File: src/rtl/gray_sum_pkg.sv
// rtl/gray_sum_pkg.sv - state encoding and datapath widths shared by gray_denorm_sum
package gray_sum_pkg;

   typedef enum logic [1:0] {
      IDLE  = 2'b00,
      ALIGN = 2'b01,
      SUM   = 2'b10,
      DONE  = 2'b11
   } state_t;

   // Channel registers are Q8.9; three of them sum into a Q10.9 accumulator.
   localparam int CHAN_W = 17;
   localparam int ACC_W  = 19;

endpackage

File: src/rtl/align_shifter.sv
// rtl/align_shifter.sv - one channel: latches mantissa, shifts one bit per cycle toward its exponent
module align_shifter
   import gray_sum_pkg::*;
#(
   parameter int MANT_WIDTH = 10,
   parameter int EXP_WIDTH  = 5
) (
   input  logic                  clk_i,
   input  logic                  rstn_i,
   input  logic                  i_load,
   input  logic                  i_shift,
   input  logic [MANT_WIDTH-1:0] i_mant,
   input  logic [EXP_WIDTH-1:0]  i_exp,
   output logic [EXP_WIDTH-1:0]  o_mag,
   output logic [CHAN_W-1:0]     o_chan,
   output logic                  o_ovf
);

   logic [CHAN_W-1:0]    r_chan;
   logic                 r_left;
   logic [EXP_WIDTH-1:0] r_cnt;
   logic                 r_ovf;
   logic [EXP_WIDTH-1:0] w_mag;
   logic                 w_left;

   // |-16| = 16 still fits the unsigned reading of EXP_WIDTH bits.
   assign w_mag  = i_exp[EXP_WIDTH-1] ? ((~i_exp) + EXP_WIDTH'(1)) : i_exp;
   assign w_left = ~i_exp[EXP_WIDTH-1] & (|i_exp);

   always_ff @(posedge clk_i or negedge rstn_i) begin
      if (!rstn_i) begin
         r_chan <= '0;
         r_left <= 1'b0;
         r_cnt  <= '0;
         r_ovf  <= 1'b0;
      end else if (i_load) begin
         r_chan <= CHAN_W'(i_mant);
         r_left <= w_left;
         r_cnt  <= w_mag;
         r_ovf  <= 1'b0;
      end else if (i_shift && (r_cnt != '0)) begin
         r_cnt <= r_cnt - EXP_WIDTH'(1);
         if (r_left) begin
            r_chan <= {r_chan[CHAN_W-2:0], 1'b0};
            r_ovf  <= r_ovf | r_chan[CHAN_W-1];
         end else begin
            r_chan <= {1'b0, r_chan[CHAN_W-1:1]};
         end
      end
   end

   assign o_mag  = w_mag;
   assign o_chan = r_chan;
   assign o_ovf  = r_ovf;

endmodule

File: src/rtl/gray_denorm_sum.sv
// rtl/gray_denorm_sum.sv - denormalises R/G/B mantissa+exponent pairs and sums them into a gray pixel
// Optional GRAY_ROUND_EN: round to nearest instead of truncating in SUM.
module gray_denorm_sum
   import gray_sum_pkg::*;
#(
   parameter int PIXEL_WIDTH = 8,
   parameter int MANT_WIDTH  = 10,
   parameter int EXP_WIDTH   = 5,
   parameter int FRAC_BITS   = 9
) (
   input  logic                   clk_i_gray_sum,
   input  logic                   rstn_i_gray_sum,
   input  logic                   start_i_gray_sum,
   input  logic [MANT_WIDTH-1:0]  data_i_sum_R,
   input  logic [MANT_WIDTH-1:0]  data_i_sum_G,
   input  logic [MANT_WIDTH-1:0]  data_i_sum_B,
   input  logic [EXP_WIDTH-1:0]   exp_i_sum_R,
   input  logic [EXP_WIDTH-1:0]   exp_i_sum_G,
   input  logic [EXP_WIDTH-1:0]   exp_i_sum_B,
   output logic [PIXEL_WIDTH-1:0] gray_o,
   output logic                   sat_o,
   output logic                   busy_o,
   output logic                   done_o
);

   localparam int INT_W = ACC_W - FRAC_BITS;

   state_t               r_state;
   state_t               w_next;
   logic [EXP_WIDTH-1:0] r_cnt;
   logic [EXP_WIDTH-1:0] w_n;
   logic                 w_load;
   logic                 w_shift;
   logic                 w_sum;
   logic [EXP_WIDTH-1:0] w_mag_r, w_mag_g, w_mag_b;
   logic [CHAN_W-1:0]    w_chan_r, w_chan_g, w_chan_b;
   logic                 w_ovf_r, w_ovf_g, w_ovf_b;
   logic [ACC_W-1:0]     w_acc;
   logic [ACC_W-1:0]     w_rnd;
   logic [INT_W-1:0]     w_int;
   logic                 w_sat;

   align_shifter #(.MANT_WIDTH(MANT_WIDTH), .EXP_WIDTH(EXP_WIDTH)) u_shift_r (
      .clk_i(clk_i_gray_sum), .rstn_i(rstn_i_gray_sum), .i_load(w_load), .i_shift(w_shift),
      .i_mant(data_i_sum_R), .i_exp(exp_i_sum_R), .o_mag(w_mag_r), .o_chan(w_chan_r), .o_ovf(w_ovf_r)
   );

   align_shifter #(.MANT_WIDTH(MANT_WIDTH), .EXP_WIDTH(EXP_WIDTH)) u_shift_g (
      .clk_i(clk_i_gray_sum), .rstn_i(rstn_i_gray_sum), .i_load(w_load), .i_shift(w_shift),
      .i_mant(data_i_sum_G), .i_exp(exp_i_sum_G), .o_mag(w_mag_g), .o_chan(w_chan_g), .o_ovf(w_ovf_g)
   );

   align_shifter #(.MANT_WIDTH(MANT_WIDTH), .EXP_WIDTH(EXP_WIDTH)) u_shift_b (
      .clk_i(clk_i_gray_sum), .rstn_i(rstn_i_gray_sum), .i_load(w_load), .i_shift(w_shift),
      .i_mant(data_i_sum_B), .i_exp(exp_i_sum_B), .o_mag(w_mag_b), .o_chan(w_chan_b), .o_ovf(w_ovf_b)
   );

   // ALIGN runs as long as the channel with the largest shift needs.
   always_comb begin
      w_n = w_mag_r;
      if (w_mag_g > w_n) w_n = w_mag_g;
      if (w_mag_b > w_n) w_n = w_mag_b;
   end

   always_ff @(posedge clk_i_gray_sum or negedge rstn_i_gray_sum) begin
      if (!rstn_i_gray_sum) r_state <= IDLE;
      else                  r_state <= w_next;
   end

   always_comb begin
      w_next  = r_state;
      w_load  = 1'b0;
      w_shift = 1'b0;
      w_sum   = 1'b0;
      case (r_state)
         IDLE: begin
            if (start_i_gray_sum) begin
               w_load = 1'b1;
               w_next = (w_n == '0) ? SUM : ALIGN;
            end
         end
         ALIGN: begin
            w_shift = 1'b1;
            if (r_cnt == EXP_WIDTH'(1)) w_next = SUM;
         end
         SUM: begin
            w_sum  = 1'b1;
            w_next = DONE;
         end
         DONE:    w_next = IDLE;
         default: w_next = IDLE;
      endcase
   end

   always_ff @(posedge clk_i_gray_sum or negedge rstn_i_gray_sum) begin
      if (!rstn_i_gray_sum)  r_cnt <= '0;
      else if (w_load)       r_cnt <= w_n;
      else if (w_shift)      r_cnt <= r_cnt - EXP_WIDTH'(1);
   end

   assign w_acc = ACC_W'(w_chan_r) + ACC_W'(w_chan_g) + ACC_W'(w_chan_b);

`ifdef GRAY_ROUND_EN
   assign w_rnd = w_acc + (ACC_W'(1) << (FRAC_BITS - 1));
`else
   assign w_rnd = w_acc;
`endif

   assign w_int = INT_W'(w_rnd >> FRAC_BITS);
   assign w_sat = w_ovf_r | w_ovf_g | w_ovf_b | (|w_int[INT_W-1:PIXEL_WIDTH]);

   always_ff @(posedge clk_i_gray_sum or negedge rstn_i_gray_sum) begin
      if (!rstn_i_gray_sum) begin
         gray_o <= '0;
         sat_o  <= 1'b0;
      end else if (w_sum) begin
         gray_o <= w_sat ? {PIXEL_WIDTH{1'b1}} : w_int[PIXEL_WIDTH-1:0];
         sat_o  <= w_sat;
      end
   end

   assign busy_o = (r_state != IDLE);
   assign done_o = (r_state == DONE);

endmodule

File: config.mk
export PLATFORM = sky130hd
export DESIGN_NAME = gray_denorm_sum
export DESIGN_NICKNAME = d
export VERILOG_FILES = /design/src/rtl/gray_sum_pkg.sv /design/src/rtl/align_shifter.sv /design/src/rtl/gray_denorm_sum.sv
export SDC_FILE = /design/constraint.sdc
export NUM_CORES = 1
export LEC_CHECK = 0
export CAP_MARGIN = 30
export CORE_MARGIN = 2
export CORE_UTILIZATION = 59
export CTS_CLUSTER_DIAMETER = 150
export CTS_CLUSTER_SIZE = 24
export DETAILED_ROUTE_END_ITERATION = 10
export GPL_ROUTABILITY_DRIVEN = 0
export PLACE_DENSITY_LB_ADDON = 0.15
export SLEW_MARGIN = 20
export SYNTH_ARGS = -nofsm -noshare
export SYNTH_HDL_FRONTEND = slang
export SYNTH_SLANG_ARGS = --single-unit
File: constraint.sdc
create_clock -name clk_i_gray_sum -period 3.6 [get_ports clk_i_gray_sum]
set_clock_uncertainty 0.1 [all_clocks]
set_input_delay 0.54 -clock clk_i_gray_sum [delete_from_list [all_inputs] [get_ports clk_i_gray_sum]]
set_output_delay 0.54 -clock clk_i_gray_sum [all_outputs]
set_load 0.005 [all_outputs]
==> results.toml <==
[detailed_routing]
num_vias = 5532
highest_layer = "met4"
wl_met3_um = 532
drt_iter0_drc = 378
met2WireLength_um = 8270
first_pass_iters = 5
wirelength_um = 16100
drc = 0
antenna_left = 0
vias_per_cell = 6.03
wire_per_inst_um = 17.5
wl_met1_um = 6850

[layout]
num-fill-cells = 753
antenna_cells = 0
final-seq-area_mm2 = 0.00220
fin_area_mm2 = 0.00776
multi_input_area_mm2 = 0.00405
final_core_util_pct = 75.2
syn_to_final_growth_pct = 24.0
layout_commonest_cell = "dfrtp_1"
mostFrequentLayoutCells = "88 x dfrtp_1, 74 x nor2_1, 63 x a21oi_1, 58 x nand2_1, 57 x o21ai_0"
drive_gt1_share_pct = 16.8
nNetsFinal = 883

[grt]
antenna_found_initial = 0
grt_usage_pct = 28.9
grt_max_degree = 62
grt_pass1_vias = 5643
grt_pass1_wl_um = 26300
grt_overflow = 0

[place]
port_buffers = 58
place_area_mm2 = 0.00729
detailed_place_hpwl_um = 11300

[synth]
ys_ff_latch = 88
syn_avg_cell_area_um2 = 9.08
seq_area_frac_synth_pct = 35.2
async_reset_ff_share_pct = 100
synth_ff_type = "dfrtp_1"
yosysWarnings = 0
synth_nets = 795
yosysUniqueCellTypes = 57
synth_edf_count = 0
syn_inst = 689
syn_area_mm2 = 0.00626

[timing]
grt_setup_unrepaired = "true"
slew_headroom_pct = 34.9
fin_crit_ns = 3.57
holdWs_ns = 0.148
hold_viol = 0
tightest_slew_ns = 0.976
setup_viol = 0
final_max_slew_viol_count = 0
timing.final.crit_share_pct = 99.1
fmax_mhz = 280

[floorplan]
ios = 59
start_util_pct = 60.6
core-area_mm2 = 0.0103
rows = 37
die_w_um = 107
die_h_um = 107
die_area_mm2 = 0.0114

[run]
cap_violations = 0

[setup_path]
critPathArrivalTime_ns = 3.76
critPathLaunch = "exp_i_sum_G[0]"
start_kind = "input port"
endpoint_kind = "register"
crit_top_cell = "ha_4"
critical-path-slowest-cell = "mux2_4"
crit_chain = "buf_12, inv_12, ha_4, nor2b_4, xnor2_2, inv_2, ha_4, o211ai_1, a21oi_2, o21ai_4, mux2_4, ha_4, and4_1, a21oi_2, o31a_1, buf_6, buf_6, nand4_1, o311a_1, a211oi_2"
reg2reg_from = "u_shift_r.o_chan[6]"
cpPeakStageDelay_ns = 0.36
path_class = "input port to register"
cp_max_fo = 5
cp.required_ns = 3.79

[cts]
cts.path.max_buffers = 2
cts_inserted_buffers = 9
hold_buffers = 0
cts-root-buf = "clkbuf_8"
clock_latency_ns = 0.37
cts_sinks = 88
cts_tree = "yes"
h-tree-depth = 3
path_clk_slew_ns = 0.09

[pwr]
leakagePower_nw = 3.38
vdd_drop_max_mv = 0.554
finalPower_w = 0.00798
p_per_area_mw_per_mm2 = 1030

[min_path]
hold_path_class = "input port to asynchronous set/reset pin"

[run_status]
outcome = "complete, no violations"
where the power goes:
group / leakage (nW) / total, W / internal [W] / switching (W)
Combinational: 2.21 / 0.00518 / 0.00234 / 0.00284
Sequential: 1.07 / 0.00216 / 0.00148 / 0.000679
Clock: 0.0882 / 0.000642 / 0.000283 / 0.000359
stage by stage:
| stage | setup WS, ns | setup TNS, ns | std cells |
|---|---|---|---|
| 3_3_place_gp | -0.769 | -4.86 | 891 |
| 5_1_grt | -0.138 | -0.230 | 917 |
| 4_1_cts | -0.151 | -0.220 | 916 |
| 2_1_floorplan | -0.142 | -0.231 | 689 |
| 6_report | 0.0316 | 0 | 917 |
| 3_5_place_dp | -0.952 | -6.14 | 892 |
kinds of logic after synthesis:
family	count (synthesis)	share of synthesized area (%)
XOR/XNOR	26	3.64
AO/OA/AOI/OAI	205	20.7
buffers and inverters	69	4.42
flip-flops	88	35.2
AND/OR/NAND/NOR	187	13.4
multiplexers	56	9.08
adder cells (fa/ha/maj)	58	13.5
area by class of cell:
type                       count  share of cell area [%]
tap                          136                    2.19
clock buffer                  12                    2.00
inverter                      32                    1.81
sequential                    88                    28.4
timing repair buffer         114                    13.2
multi-input combinational    532                    52.2
clock inverter                 3                   0.226
flip-flops by register name, indices dropped and copies added, names as in the netlist, 2 cells and up:
name / cells
u_shift_b.o_chan: 17
u_shift_g.o_chan: 17
u_shift_r.o_chan: 17
gray_o: 8
r_cnt: 5
u_shift_b.r_cnt: 5
u_shift_g.r_cnt: 5
u_shift_r.r_cnt: 5
r_state: 2
critical path, delay by kind of cell:
kind | cells | cell delay [ns]
adder cells (fa/ha/maj) | 3 | 0.63
multiplexers | 1 | 0.36
AND/OR/NAND/NOR | 3 | 0.46
XOR/XNOR | 1 | 0.13
AO/OA/AOI/OAI | 7 | 1.22
buffers and inverters | 5 | 0.42
Yosys cell counts (all sizes together) (4+ instances only):
cell type | n | area [µm²]
nand2 | 58 | 218
nand4 | 4 | 25.0
clkbuf | 17 | 63.8
and3 | 5 | 36.3
mux2i | 53 | 531
nor2 | 78 | 293
a21oi | 68 | 348
nand3 | 11 | 55.1
a31oi | 6 | 37.5
a211oi | 21 | 163
xnor2 | 13 | 114
nand2b | 7 | 43.8
o41ai | 4 | 50.1
nor3b | 5 | 37.5
xor2 | 13 | 114
o211ai | 6 | 45.0
o21ai | 61 | 317
nor3 | 4 | 31.3
nor4 | 5 | 31.3
buf | 20 | 92.6
ha | 42 | 526
inv | 32 | 120
dfrtp | 88 | 2200
fa | 16 | 320
o31ai | 5 | 37.5
a21o | 7 | 52.6
metal layers:
metal  vias to the layer above  GRT usage (%)
met5                         -              0
met4                         0           13.4
met3                        39           3.34
met2                       137           50.5
met1                      2722           35.9
li1                       2634              -
final timing paths:
check	slack (ns)	to	cells past startpoint
worst max register to register	0.67	gray_o[5]	8
worst min register to register	0.39	sat_o	2
max in group asynchronous	2.52	u_shift_r.o_chan[4]	2
worst max-delay path	0.03	r_state[1]	20
min in group clk_i_gray_sum	0.39	sat_o	2
worst min-delay path	0.15	sat_o	1
what timing repair did:
action | in CTS | in global routing
endpoints found under the setup margin | 7 | 7
gates resized for setup | 50 | 37
buffers inserted | 10 | 3
pin swaps | 21 | 24
No activity file was read; power rests on OpenSTA's default activity.
